$ cat src/rtl/mips_stage_mem.sv
// Memory-access pipeline stage: registers the execute bundle into the Mem->Reg
// writeback bundle and performs loads/stores over a req/ack data-memory port.
module mips_stage_mem #(
  parameter int unsigned TIMEOUT = 16
) (
  input  logic        clock,
  input  logic        reset,
  input  logic        ex_valid,
  output logic        ex_ready,
  input  logic [31:0] ex_instruction,
  input  logic [31:0] ex_pcAddr,
  input  logic [31:0] ex_aluResult,
  input  logic [31:0] ex_storeData,
  input  logic        ex_memRead,
  input  logic        ex_memWrite,
  input  logic [1:0]  ex_memSize,
  input  logic        ex_memSigned,
  input  logic        ex_regWrite,
  input  logic [4:0]  ex_writeReg,
  output logic        dmem_req,
  output logic        dmem_we,
  output logic [31:0] dmem_addr,
  output logic [31:0] dmem_wdata,
  output logic [3:0]  dmem_be,
  input  logic        dmem_ack,
  input  logic [31:0] dmem_rdata,
  output logic        mem_valid,
  output logic [31:0] mem_instruction,
  output logic [31:0] mem_pcAddr,
  output logic [31:0] mem_memOut,
  output logic [31:0] mem_aluResult,
  output logic        mem_regWrite,
  output logic [4:0]  mem_writeReg,
  output logic        stall,
  output logic        fault
);

  // Handshake: a bundle is taken on a rising edge where ex_valid && ex_ready;
  // dmem_* stay stable from the request edge until the edge that samples dmem_ack.
  typedef enum logic {IDLE, BUSY} state_t;

  state_t      state;
  logic [7:0]  timer;
  logic        capIsLoad;
  logic [1:0]  capSize;
  logic        capSigned;
  logic        capRegWrite;

  logic        isMem;
  logic        isLoad;
  logic        misaligned;
  logic [3:0]  storeBe;
  logic [31:0] storeData;
  logic [31:0] byteShift;
  logic [31:0] halfShift;
  logic [31:0] loadData;

  assign ex_ready   = (state == IDLE);
  assign stall      = (state == BUSY);
  assign isMem      = ex_memRead | ex_memWrite;
  assign isLoad     = ex_memRead & ~ex_memWrite;
  assign misaligned = (ex_memSize == 2'd1 && ex_aluResult[0]) ||
                      (ex_memSize[1] && ex_aluResult[1:0] != 2'b00);

  always_comb begin
    storeBe   = 4'b1111;
    storeData = ex_storeData;
    case (ex_memSize)
      2'd0: begin
        storeBe   = 4'b0001 << ex_aluResult[1:0];
        storeData = {4{ex_storeData[7:0]}};
      end
      2'd1: begin
        storeBe   = 4'b0011 << {ex_aluResult[1], 1'b0};
        storeData = {2{ex_storeData[15:0]}};
      end
      default: begin
        storeBe   = 4'b1111;
        storeData = ex_storeData;
      end
    endcase
  end

  // mem_aluResult already holds the captured address while BUSY.
  assign byteShift = dmem_rdata >> {mem_aluResult[1:0], 3'b000};
  assign halfShift = dmem_rdata >> {mem_aluResult[1], 4'b0000};

  always_comb begin
    loadData = dmem_rdata;
    case (capSize)
      2'd0: loadData = capSigned ? {{24{byteShift[7]}}, byteShift[7:0]}
                                 : {24'd0, byteShift[7:0]};
      2'd1: loadData = capSigned ? {{16{halfShift[15]}}, halfShift[15:0]}
                                 : {16'd0, halfShift[15:0]};
      default: loadData = dmem_rdata;
    endcase
  end

  always_ff @(posedge clock) begin
    if (!reset) begin
      state           <= IDLE;
      timer           <= 8'd0;
      capIsLoad       <= 1'b0;
      capSize         <= 2'd0;
      capSigned       <= 1'b0;
      capRegWrite     <= 1'b0;
      dmem_req        <= 1'b0;
      dmem_we         <= 1'b0;
      dmem_addr       <= 32'd0;
      dmem_wdata      <= 32'd0;
      dmem_be         <= 4'd0;
      mem_valid       <= 1'b0;
      mem_instruction <= 32'd0;
      mem_pcAddr      <= 32'd0;
      mem_memOut      <= 32'd0;
      mem_aluResult   <= 32'd0;
      mem_regWrite    <= 1'b0;
      mem_writeReg    <= 5'd0;
      fault           <= 1'b0;
    end else begin
      mem_valid <= 1'b0;
      fault     <= 1'b0;
      case (state)
        IDLE: begin
          if (ex_valid) begin
            mem_instruction <= ex_instruction;
            mem_pcAddr      <= ex_pcAddr;
            mem_aluResult   <= ex_aluResult;
            mem_writeReg    <= ex_writeReg;
            mem_memOut      <= 32'd0;
            if (!isMem) begin
              mem_valid    <= 1'b1;
              mem_regWrite <= ex_regWrite;
            end else if (misaligned) begin
              mem_valid    <= 1'b1;
              mem_regWrite <= 1'b0;
              fault        <= 1'b1;
            end else begin
              mem_regWrite <= 1'b0;
              capRegWrite  <= ex_regWrite;
              capIsLoad    <= isLoad;
              capSize      <= ex_memSize;
              capSigned    <= ex_memSigned;
              dmem_req     <= 1'b1;
              dmem_we      <= ex_memWrite;
              dmem_addr    <= {ex_aluResult[31:2], 2'b00};
              dmem_be      <= isLoad ? 4'b1111 : storeBe;
              dmem_wdata   <= isLoad ? 32'd0 : storeData;
              timer        <= 8'd0;
              state        <= BUSY;
            end
          end
        end
        BUSY: begin
          if (dmem_ack) begin
            state        <= IDLE;
            dmem_req     <= 1'b0;
            mem_valid    <= 1'b1;
            mem_memOut   <= capIsLoad ? loadData : 32'd0;
            mem_regWrite <= capRegWrite;
          end else if (timer == 8'(TIMEOUT - 1)) begin
            // Request has been up for TIMEOUT cycles with no ack: abort.
            state        <= IDLE;
            dmem_req     <= 1'b0;
            mem_valid    <= 1'b1;
            mem_regWrite <= 1'b0;
            fault        <= 1'b1;
          end else begin
            timer <= timer + 8'd1;
          end
        end
        default: state <= IDLE;
      endcase
    end
  end

endmodule

$ cat config.mk
export PLATFORM = sky130hd
export DESIGN_NAME = mips_stage_mem
export DESIGN_NICKNAME = d
export VERILOG_FILES = /design/src/rtl/mips_stage_mem.sv
export SDC_FILE = /design/constraint.sdc
export NUM_CORES = 1
export LEC_CHECK = 0
export CORE_ASPECT_RATIO = 0.6
export CORE_MARGIN = 2
export CORE_UTILIZATION = 42
export DETAILED_ROUTE_END_ITERATION = 16
export GPL_TIMING_DRIVEN = 0
export PLACE_DENSITY = 0.85
export SKIP_LAST_GASP = 1
export SYNTH_ARGS = -nofsm -noshare
export SYNTH_HDL_FRONTEND = slang
export SYNTH_SLANG_ARGS = --single-unit
$ cat constraint.sdc
create_clock -name clock -period 1.85 [get_ports clock]
set_input_delay 0.185 -clock clock [delete_from_list [all_inputs] [get_ports clock]]
set_output_delay 0.185 -clock clock [all_outputs]
set_load 0.02 [all_outputs]
==> key figures <==
Power and ir drop
  – Pleak: around 5 nW
  – Pwr per Cell Area: between 800 and 900 nW/µm²
  – Overall power: 11.0 mW
  – VDD IR-drop max: between 600 and 700 µV

Finish
  – Number of inserted diodes: 0
  – Share of cells above drive strength 1: 0.0689
  – Nets: ~1600
  – Final core occ: 0.667
  – Fillcell total: around 1600
  – Area grow syn2layout: 56.0%
  – Final Instance Count excl. Fillers: 1709

Hold path
  – Worst min-delay path category: in -> reg
  – Hold path start: ex_memSize[1]

Drt
  – Vias after detailed routing: 8887
  – Drt via density: ~5.2
  – Iter 0 DRT Violations: 782
  – Pre-antenna DRT Iters: 5
  – Wire per inst: between 15 and 20 µm
  – Detailed Route WL: 30800 µm
  – Post-route ant nets: 0
  – Drc violations: 0

Synth
  – Synth warnings: 0
  – Avg Inst Size Synth: roughly 8.3 µm²
  – Synth Instances: between 1000 and 1500
  – Syn Std Cell Area: ~8500 µm²
  – FFs w/ async S/R, synth: 0
  – EDFF count, synth: 0
  – Flops & latches, synth: between 200 and 250
  – Post-synth top flop: dfxtp_1
  – Seq/Total Area, Yosys: 0.513
  – Netlist cell types: 53

Placement
  – Buffers on Ports: around 380
  – Placed cell count: 1676
  – Place WS: -343 ps
  – Hpwl dp: about 24000 µm
  – Placer Congestion: 0.886

Global route
  – Largest net degree at the start of global routing: 15
  – Total GRT Usage: 0.275
  – First-pass GRT wire length: ~47000 µm
  – Initial antenna violation count: 0
  – Vias in the first global route: about 8600
  – Grt total ovfl: 0

Worst setup path
  – Critical Path AT: ~2100 ps
  – Critical path's largest stage delay: ~400 ps
  – CP Max Fanout: 10
  – Startpoint Class: register
  – CP bufs+invs: 2
  – Slowest CP cell: dfxtp_1
  – Critical Path End Type: register
  – CP Launch Point: mem_aluResult[1]
  – Reg2reg start: mem_aluResult[1]
  – Crit-path cells: buf_6 -> buf_2 -> mux2i_2 -> mux2i_1 -> o221ai_1 -> a21oi_1
  – Kind of critical path: reg -> reg
  – Req. time, crit path: 2210 ps
  – CP delay by family, top: multiplexers

Timing
  – Final Hold Fails: 0
  – Max Freq: between 500 and 600 MHz
  – Final-report max-slew violation count: 0
  – Fin crit share: 0.955
  – Final worst setup slack: ~83 ps
  – RSZ-0062 raised after global routing: false
  – Clock Skew: about 9.3 ps
  – Crit path time final: around 1800 ps
  – # setup viols final: 0
  – Worst-Margin Slew: between 700 and 800 ps
  – Slew headroom: 0.509

Clocking
  – H-tree level count: 1
  – CTS tree: yes
  – CTS max path bufs: 3
  – # hold bufs at CTS: 0
  – Clock latency on the worst-skew pair: between 400 and 500 ps
  – Total CTS buffers: 21
  – Clk sinks: around 220
  – Root Driver: clkbuf_16
  – Clock-pin slew on the worst setup and hold paths: approximately 70 ps

Floorplan
  – Total core area: approximately 20000 µm²
  – Die width: between 150 and 200 µm
  – Die area: 21500 µm²
  – Die H: 114 µm
  – Starting Density: 0.427
  – Io pins: ~380
  – FP Rows: 40

Run
  – MaxCap Viol Count: 0

Run status
  – Status: finished clean
-- state kept, by name, indices dropped and copies added, names as in the netlist, 5 cells and up --
register / count
dmem_addr: 30
dmem_wdata: 32
mem_aluResult: 32
mem_instruction: 32
mem_memOut: 32
mem_pcAddr: 32
mem_writeReg: 5
timer: 8
-- cell type report --
cell class	instances	area, µm²	share of cell area
Sequential cell	218	4360	0.329
Timing Repair Buffer	380	3800	0.286
Multi-Input combinational cell	721	3710	0.279
Clock buffer	28	592	0.0446
Buffer	79	429	0.0323
Tap cell	273	342	0.0257
Clock inverter	4	22.5	0.00170
Inverter	6	22.5	0.00170
-- cell families (layout without fill, tap and decap cells) --
kind of cell,after synthesis,in the layout,synth area share
fa+ha+maj,1,1,0.00147
mux,36,36,0.0447
compound gates,279,279,0.189
flops,218,218,0.513
xor+xnor,5,5,0.00514
simple gates,398,398,0.194
buf+inv,86,497,0.0529
other cells,1,2,0.000440
-- metal layers --
layer,GRT usage,routed length (µm),vias up
met2,0.445,13900,430
met5,0,0,-
met4,0.0756,750,0
met3,0.0766,2870,50
li1,-,-,4247
met1,0.362,13300,4160
-- power by group --
part	switching, mW	leakage (nW)	total [mW]	internal, mW
registers	0.112	1.78	5.02	4.91
clock network	1.77	0.303	4.00	2.22
logic	1.04	2.85	1.98	0.935
-- stage by stage --
step	area [µm²]	TNS, ps	hold WS [ps]
floorplan	8520	0	318
global placement	12600	-28520	427
detailed placement	12600	-36380	439
CTS	13300	0	125
global route	13300	0	167
finish	13300	0	145
-- what timing repair did --
action                                  4_1_cts  5_1_grt
gates resized for setup                       2        8
setup buffers                                 2        0
pin swaps                                     1        0
endpoints found under the setup margin        5       20
-- path summary, 6_finish.rpt --
kind	to	slack, ps	cells past startpoint
setup / recovery	mem_memOut[6]	80	6
hold / removal	dmem_wdata[8]	150	3
setup reg to reg	mem_memOut[6]	80	6
hold reg to reg	mem_memOut[7]	440	2
-- Yosys cell counts (all sizes together) (2+ instances only) --
library cell	n	area, µm²
nand2b	5	38.8
nor2	23	86.3
dfxtp	218	4360
clkbuf	34	129
o21ai	49	253
or4	2	15.0
o221ai	8	70.1
and2	3	18.8
buf	46	299
nor2b	25	156
o21a	3	22.5
mux2	6	67.6
nand3	2	10.0
a21oi	170	855
o211a	3	30.0
mux2i	30	313
o211ai	4	30.0
o22ai	2	18.8
xor2	2	17.5
nand2	322	1210
and3	2	12.5
a211oi	11	82.6
inv	5	18.8
xnor2	3	26.3
nor3	4	20.0
a22o	8	70.1
nor4	2	12.5
nand4	3	18.8
a22oi	16	120
-- tightest hold or removal path: stages --
cell and delay, ps:
buf_2 170, nor2b_1 150, o21ai_1 90
-- layout by cell type (no fill, tap or decap), types with 6 or more instances in the layout --
master / netlist / layout
clkdlybuf4s50_1: 0 / 377
nand2_1: 322 / 322
dfxtp_1: 218 / 218
a21oi_1: 169 / 169
buf_2: 32 / 32
clkbuf_1: 33 / 31
o21ai_0: 29 / 29
mux2i_1: 29 / 27
nor2b_1: 25 / 25
nor2_1: 23 / 23
clkbuf_16: 0 / 21
o21ai_1: 18 / 18
a22oi_1: 16 / 16
a211oi_1: 11 / 11
buf_6: 10 / 10
o221ai_1: 8 / 8
a22o_1: 8 / 8
mux2_2: 6 / 6
Power figures use the tool's default switching activity.
